### src/rtl/matmul_pkg.sv
// Shared constants, state type and element indexing for the matmul result path.
// Shared with the input FIFO buffer and the scheduler.
package matmul_pkg;

    localparam int unsigned DATA_WIDTH = 32;
    localparam int unsigned SIZE       = 6;
    localparam int unsigned ARRAY_SIZE = SIZE * SIZE;
    localparam int unsigned CNT_W      = $clog2(SIZE);
    localparam int unsigned IDX_W      = $clog2(ARRAY_SIZE);
    localparam int unsigned N_W        = 4;

    typedef enum logic {
        IDLE = 1'b0,
        SEND = 1'b1
    } tx_state_t;

    // One registered stream beat (row-end marker is kept separately so it can compile out)
    typedef struct packed {
        logic [DATA_WIDTH-1:0] data;
        logic                  last;
    } tx_beat_t;

    // Flat index k = r*SIZE + c, sized to hold ARRAY_SIZE-1 without truncation
    function automatic logic [IDX_W-1:0] elem_idx(input logic [CNT_W-1:0] r,
                                                  input logic [CNT_W-1:0] c);
        return IDX_W'(r) * IDX_W'(SIZE) + IDX_W'(c);
    endfunction

endpackage

### src/rtl/result_stream_tx_rc_counter.sv
// Row/column position counter with programmable wrap; exposes the next position and its flags.
// Macro RESULT_TX_ROW_MARK_EN adds the next-position row-end output.
module rc_counter
    import matmul_pkg::*;
(
    input  logic             clk_i,
    input  logic             rst_i,
    input  logic             clear_i,
    input  logic             inc_i,
    input  logic [CNT_W-1:0] n_act_i,
    output logic [CNT_W-1:0] r_nxt_o,
    output logic [CNT_W-1:0] c_nxt_o,
    output logic             last_o,
    output logic             nxt_last_o
`ifdef RESULT_TX_ROW_MARK_EN
    ,
    output logic             nxt_row_end_o
`endif
);

    logic [CNT_W-1:0] r_q, c_q;
    logic [CNT_W-1:0] r_d, c_d;
    logic [CNT_W-1:0] n_max;

    assign n_max = n_act_i - CNT_W'(1);

    // Row-major advance: column wraps at n_act-1, row wraps after the final element
    always_comb begin
        r_nxt_o = r_q;
        c_nxt_o = c_q + CNT_W'(1);
        if (c_q == n_max) begin
            c_nxt_o = '0;
            r_nxt_o = (r_q == n_max) ? '0 : r_q + CNT_W'(1);
        end
    end

    always_comb begin
        r_d = r_q;
        c_d = c_q;
        if (clear_i) begin
            r_d = '0;
            c_d = '0;
        end else if (inc_i) begin
            r_d = r_nxt_o;
            c_d = c_nxt_o;
        end
    end

    always_ff @(posedge clk_i or posedge rst_i) begin
        if (rst_i) begin
            r_q <= '0;
            c_q <= '0;
        end else begin
            r_q <= r_d;
            c_q <= c_d;
        end
    end

    assign last_o     = (r_q == n_max) && (c_q == n_max);
    assign nxt_last_o = (r_nxt_o == n_max) && (c_nxt_o == n_max);
`ifdef RESULT_TX_ROW_MARK_EN
    assign nxt_row_end_o = (c_nxt_o == n_max);
`endif

endmodule

### src/rtl/result_stream_tx.sv
// AXI4-Stream master draining the captured N x N result sub-matrix row-major, TLAST on the final element.
// Macro RESULT_TX_ROW_MARK_EN drives m_axis_user high on row-end beats; otherwise it is tied low.
module result_stream_tx
    import matmul_pkg::*;
(
    input  logic                             axi_clk,
    input  logic                             axi_rst,
    input  logic [N_W-1:0]                   N,
    input  logic                             GLOBAL_DONE,
    input  logic [ARRAY_SIZE*DATA_WIDTH-1:0] C_matrix,
    output logic [DATA_WIDTH-1:0]            m_axis_data,
    output logic                             m_axis_valid,
    input  logic                             m_axis_ready,
    output logic                             m_axis_last,
    output logic                             m_axis_user,
    output logic                             busy,
    output logic                             overrun,
    output logic                             n_err
);

    tx_state_t             state_q, state_d;
    tx_beat_t              beat_q, beat_d;
    logic [CNT_W-1:0]      n_act_q, n_act_d;
    logic                  valid_q, valid_d;
    logic                  busy_q, busy_d;
    logic                  overrun_q, overrun_d;
    logic                  n_err_q, n_err_d;
    logic                  done_prev_q;
    logic [DATA_WIDTH-1:0] shadow_q [ARRAY_SIZE];

    logic                  done_rise_c;
    logic                  capture_c;
    logic                  inc_c;
    logic [CNT_W-1:0]      n_new_c;
    logic [DATA_WIDTH-1:0] elem0_c;
    logic [DATA_WIDTH-1:0] nxt_data_c;
    logic [CNT_W-1:0]      r_nxt_c, c_nxt_c;
    logic                  last_c, nxt_last_c;
`ifdef RESULT_TX_ROW_MARK_EN
    logic                  user_q, user_d;
    logic                  nxt_row_end_c;
`endif

    assign done_rise_c = GLOBAL_DONE & ~done_prev_q;
    assign n_new_c     = (N > N_W'(SIZE)) ? CNT_W'(SIZE) : CNT_W'(N);
    // First beat bypasses the shadow, which is being loaded on the same edge
    assign elem0_c     = C_matrix[ARRAY_SIZE*DATA_WIDTH-1 -: DATA_WIDTH];
    assign nxt_data_c  = shadow_q[elem_idx(r_nxt_c, c_nxt_c)];

    rc_counter u_rc (
        .clk_i        (axi_clk),
        .rst_i        (axi_rst),
        .clear_i      (capture_c),
        .inc_i        (inc_c),
        .n_act_i      (n_act_q),
        .r_nxt_o      (r_nxt_c),
        .c_nxt_o      (c_nxt_c),
        .last_o       (last_c),
        .nxt_last_o   (nxt_last_c)
`ifdef RESULT_TX_ROW_MARK_EN
        ,
        .nxt_row_end_o(nxt_row_end_c)
`endif
    );

    // FSM next-state and output-register loads
    always_comb begin
        state_d   = state_q;
        beat_d    = beat_q;
        n_act_d   = n_act_q;
        valid_d   = valid_q;
        busy_d    = busy_q;
        overrun_d = overrun_q;
        n_err_d   = n_err_q;
        capture_c = 1'b0;
        inc_c     = 1'b0;
`ifdef RESULT_TX_ROW_MARK_EN
        user_d    = user_q;
`endif
        case (state_q)
            IDLE: begin
                if (done_rise_c) begin
                    if (N == '0) begin
                        n_err_d = 1'b1;
                    end else begin
                        capture_c   = 1'b1;
                        state_d     = SEND;
                        n_act_d     = n_new_c;
                        valid_d     = 1'b1;
                        busy_d      = 1'b1;
                        beat_d.data = elem0_c;
                        beat_d.last = (n_new_c == CNT_W'(1));
`ifdef RESULT_TX_ROW_MARK_EN
                        user_d      = (n_new_c == CNT_W'(1));
`endif
                    end
                end
            end
            SEND: begin
                if (done_rise_c) begin
                    overrun_d = 1'b1;
                end
                if (valid_q && m_axis_ready) begin
                    inc_c = 1'b1;
                    if (last_c) begin
                        state_d     = IDLE;
                        valid_d     = 1'b0;
                        busy_d      = 1'b0;
                        beat_d.last = 1'b0;
`ifdef RESULT_TX_ROW_MARK_EN
                        user_d      = 1'b0;
`endif
                    end else begin
                        beat_d.data = nxt_data_c;
                        beat_d.last = nxt_last_c;
`ifdef RESULT_TX_ROW_MARK_EN
                        user_d      = nxt_row_end_c;
`endif
                    end
                end
            end
            default: state_d = IDLE;
        endcase
    end

    always_ff @(posedge axi_clk or posedge axi_rst) begin
        if (axi_rst) begin
            state_q     <= IDLE;
            beat_q      <= '0;
            n_act_q     <= '0;
            valid_q     <= 1'b0;
            busy_q      <= 1'b0;
            overrun_q   <= 1'b0;
            n_err_q     <= 1'b0;
            done_prev_q <= 1'b0;
        end else begin
            state_q     <= state_d;
            beat_q      <= beat_d;
            n_act_q     <= n_act_d;
            valid_q     <= valid_d;
            busy_q      <= busy_d;
            overrun_q   <= overrun_d;
            n_err_q     <= n_err_d;
            done_prev_q <= GLOBAL_DONE;
        end
    end

    // Shadow copy frees the scheduler as soon as the frame is captured
    always_ff @(posedge axi_clk or posedge axi_rst) begin
        if (axi_rst) begin
            for (int k = 0; k < ARRAY_SIZE; k++) begin
                shadow_q[k] <= '0;
            end
        end else if (capture_c) begin
            for (int k = 0; k < ARRAY_SIZE; k++) begin
                shadow_q[k] <= C_matrix[(ARRAY_SIZE-1-k)*DATA_WIDTH +: DATA_WIDTH];
            end
        end
    end

`ifdef RESULT_TX_ROW_MARK_EN
    always_ff @(posedge axi_clk or posedge axi_rst) begin
        if (axi_rst) begin
            user_q <= 1'b0;
        end else begin
            user_q <= user_d;
        end
    end
    assign m_axis_user = user_q;
`else
    assign m_axis_user = 1'b0;
`endif

    assign m_axis_data  = beat_q.data;
    assign m_axis_last  = beat_q.last;
    assign m_axis_valid = valid_q;
    assign busy         = busy_q;
    assign overrun      = overrun_q;
    assign n_err        = n_err_q;

endmodule

### config.mk
export PLATFORM = sky130hd
export DESIGN_NAME = result_stream_tx
export DESIGN_NICKNAME = d
export VERILOG_FILES = /design/src/rtl/matmul_pkg.sv /design/src/rtl/result_stream_tx_rc_counter.sv /design/src/rtl/result_stream_tx.sv
export SDC_FILE = /design/constraint.sdc
export NUM_CORES = 2
export LEC_CHECK = 0
export CORE_AREA = 3 3 464 466
export CTS_CLUSTER_DIAMETER = 50
export DETAILED_ROUTE_END_ITERATION = 12
export DIE_AREA = 0 0 467 469
export GPL_ROUTABILITY_DRIVEN = 0
export SLEW_MARGIN = 20
export SYNTH_ARGS = -nofsm -noshare
export SYNTH_HDL_FRONTEND = slang
export SYNTH_SLANG_ARGS = --single-unit
### constraint.sdc
create_clock -name axi_clk -period 66.4 [get_ports axi_clk]
set_input_delay 9.96 -clock axi_clk [delete_from_list [all_inputs] [get_ports axi_clk]]
set_output_delay 9.96 -clock axi_clk [all_outputs]
set_load 0.01 [all_outputs]
==> flow_summary.json <==
{
  "status": "complete, no violations",
  "place_area_sq_mm": 0.0715,
  "slew_headroom": 0.119,
  "start_util": 0.265,
  "synth_flop_cell": "dfrtp_1",
  "die_w_um": 467,
  "cts_buffer_depth": 3,
  "yosysSeqAreaShare": 0.534,
  "cp.arrival_ns": 16.69,
  "rsz0062_at_grt": "false",
  "powerDensity_mw_per_mm2": 22.3,
  "crit_path_top_delay_cell": "buf_4",
  "syn_avg_cell_area_sq_um": 12.9,
  "synth_edf_count": 0,
  "drive_above_1_share": 0.297,
  "ios": 1198,
  "skew_ns": 0.0416,
  "max_freq_mhz": 62.9,
  "synth-compound-area-share": 0.0970,
  "slew_viol_final": 0,
  "start_kind": "primary input",
  "final_cell_mix": "dfrtp_1, clkdlybuf4s50_1, mux2_2",
  "routed_wl_mm": 272,
  "hold_violations": 0,
  "cts-root-buf": "clkbuf_16",
  "row_count": 169,
  "yosys.area_share.simple": 0.0445,
  "multi_input_area_sq_mm": 0.0250,
  "dr.pass1.iters": 6,
  "grt_overflow": 0,
  "synth_area_sq_mm": 0.0562,
  "insertion_delay_ns": 0.82,
  "cts_setup_buffers": 0,
  "synth_top_family_by_area": "multiplexers",
  "cts_resized": 0,
  "grt_usage": 0.238,
  "fin_cells": 8484,
  "fin_hold_ws_ns": 0.491,
  "peakVddDrop_v": 0.0000262,
  "critPathBufInv": 9,
  "synth_cell_types": 70,
  "synth_warnings": 0,
  "die_y_um": 469,
  "async_reset_ff_frac": 1.00,
  "path_class": "in -> async",
  "viasPerCell": 5.18,
  "numClockSinks": 1199,
  "core_sq_mm": 0.212,
  "fin_crit_sh": 0.239,
  "period_minus_slack_ns": 15.89,
  "grt_pass1_wl_mm": 365,
  "worstPathCellList": "clkdlybuf4s50_1, inv_8, buf_12, buf_4, buf_4, buf_4, buf_4, buf_4, buf_4",
  "antenna_found_initial": 123,
  "synthAdderAreaFrac": 0.00249,
  "crit_family": "buffers and inverters",
  "finalSetupViolations": 0,
  "portBuffers": 1196,
  "h-tree-depth": 4,
  "stdcell_area_sq_mm": 0.0772,
  "setup_tns_ns": 0,
  "synth-xor-area-share": 0.00343,
  "critical_path_required_ns": 67.20,
  "clkTransAtPathRegs_ns": 0.05,
  "cp-end-kind": "async pin",
  "yosysTopAreaCellShare": 0.534,
  "cts_tree": "done",
  "path_common_cell": "buf_4",
  "numCtsBuffers": 163,
  "remaining_drc_errors": 0,
  "max_stage_delay_ns": 0.83,
  "min_path_type": "reg -> reg",
  "synth.area.top_cells": "dfrtp_1, mux2_2, mux2i_1",
  "grt_pass1_vias": 44700,
  "antenna_left": 0,
  "cts-hold-fix-buffers": 0,
  "fin_nets": 6640,
  "syn-instance-count": 4346,
  "hpwl_mm": 207,
  "drtIter0Drc": 3881,
  "num_vias": 43900,
  "ys_ff_latch": 1199,
  "yosysTopAreaCell": "dfrtp_1",
  "placed_cells": 8125,
  "mostFrequentLayoutCell": "dfrtp_1",
  "cellLeakagePower_nw": 35.5,
  "worst_pin_slew_ns": 1.30,
  "dieArea_sq_mm": 0.219,
  "routedWlPerCell_um": 32.1,
  "fin_util": 0.365,
  "regArea_sq_mm": 0.0300,
  "area_delta_synth_final_pct": 37.4,
  "muxShareOfSynthArea": 0.292,
  "drv_cap": 0,
  "synth_nets": 5516,
  "worst-path-max-fanout": 159,
  "grt_max_degree": 186,
  "fill_cells": 20600
}
-- state kept, by name, indices dropped and copies added, names as in the netlist --
signal and cells:
shadow_q 1152, m_axis_data 32, n_act_q 3, u_rc.c_q 3
u_rc.r_q 3, busy 1, done_prev_q 1, m_axis_last 1
n_err 1, overrun 1, state_q 1
-- power breakdown --
part / internal (mW) / switching, mW / total (mW)
Sequential: 0.731 / 0.00000650 / 0.731
Combinational: 0.0608 / 0.0324 / 0.0932
Clock: 0.532 / 0.365 / 0.898
-- final cells by class --
cell class,count,area share
Timing Repair Buffer,1310,0.167
Clock inverter,77,0.0126
Antenna cell,64,0.00207
Inverter,16,0.000892
Sequential cell,1199,0.389
Multi-Input combinational cell,2780,0.324
Clock buffer,217,0.0590
Tap cell,2821,0.0457
-- metrics by stage --
step           total power, mW  setup slack [ns]
6_report                  1.72             50.51
5_1_grt                   1.77             49.53
4_1_cts                   1.74             50.26
3_5_place_dp             0.838             49.38
3_3_place_gp             0.838             49.49
2_1_floorplan            0.757             22.66
-- synthesized netlist by cell type (3+ instances only) --
library cell	number
dfrtp_1	1199
ha_1	8
inv_1	16
o21a_1	10
nand4_1	7
nor2_1	153
buf_2	45
o221ai_1	140
a31oi_1	43
a22oi_1	78
nand2b_1	6
a221oi_1	7
nand3_1	44
o21bai_1	5
a211o_1	8
buf_1	31
xor2_1	6
nand2_1	151
o311ai_0	21
o221a_2	8
mux2_2	1174
or2_2	3
clkbuf_1	263
nor4_1	51
o22ai_1	71
nor3_1	60
mux2i_1	227
or3_1	46
o2111a_1	8
a21oi_1	191
a21o_1	6
o21ai_0	66
a211oi_1	19
o311a_1	10
mux4_2	40
a221o_1	32
a22o_1	32
buf_4	10
and3_1	7
xnor2_1	7
-- final timing paths --
path | cells past startpoint | end | slack [ns] | from
worst max-delay path | 9 | shadow_q[94]$_DFFE_PP0P_ | 50.51 | axi_rst
worst min-delay path | 1 | overrun$_DFFE_PP0P_ | 0.49 | overrun$_DFFE_PP0P_
worst max register to register | 21 | m_axis_data[18]$_DFFE_PP0P_ | 57.05 | n_act_q[0]$_DFFE_PP0P_
worst min register to register | 1 | overrun$_DFFE_PP0P_ | 0.49 | overrun$_DFFE_PP0P_
max in group axi_clk | 9 | shadow_q[94]$_DFFE_PP0P_ | 51.15 | N[0]
min in group asynchronous | 2 | shadow_q[643]$_DFFE_PP0P_ | 9.71 | axi_rst
-- metal layers --
| metal | track usage | share of wire |
|---|---|---|
| met1 | 0.293 | 0.40 |
| met2 | 0.378 | 0.46 |
| met3 | 0.0832 | 0.095 |
| met4 | 0.102 | 0.042 |
| met5 | 0 | 0.0022 |
-- cells by family (layout without fill, tap and decap cells) --
group / after synthesis / after routing
compound gates: 770 / 770
xor+xnor: 17 / 17
fa+ha+maj: 10 / 10
buf+inv: 367 / 1620
flops: 1199 / 1199
mux: 1442 / 1442
other cells: 1 / 65
simple gates: 540 / 540
Power figures use the tool's default switching activity.
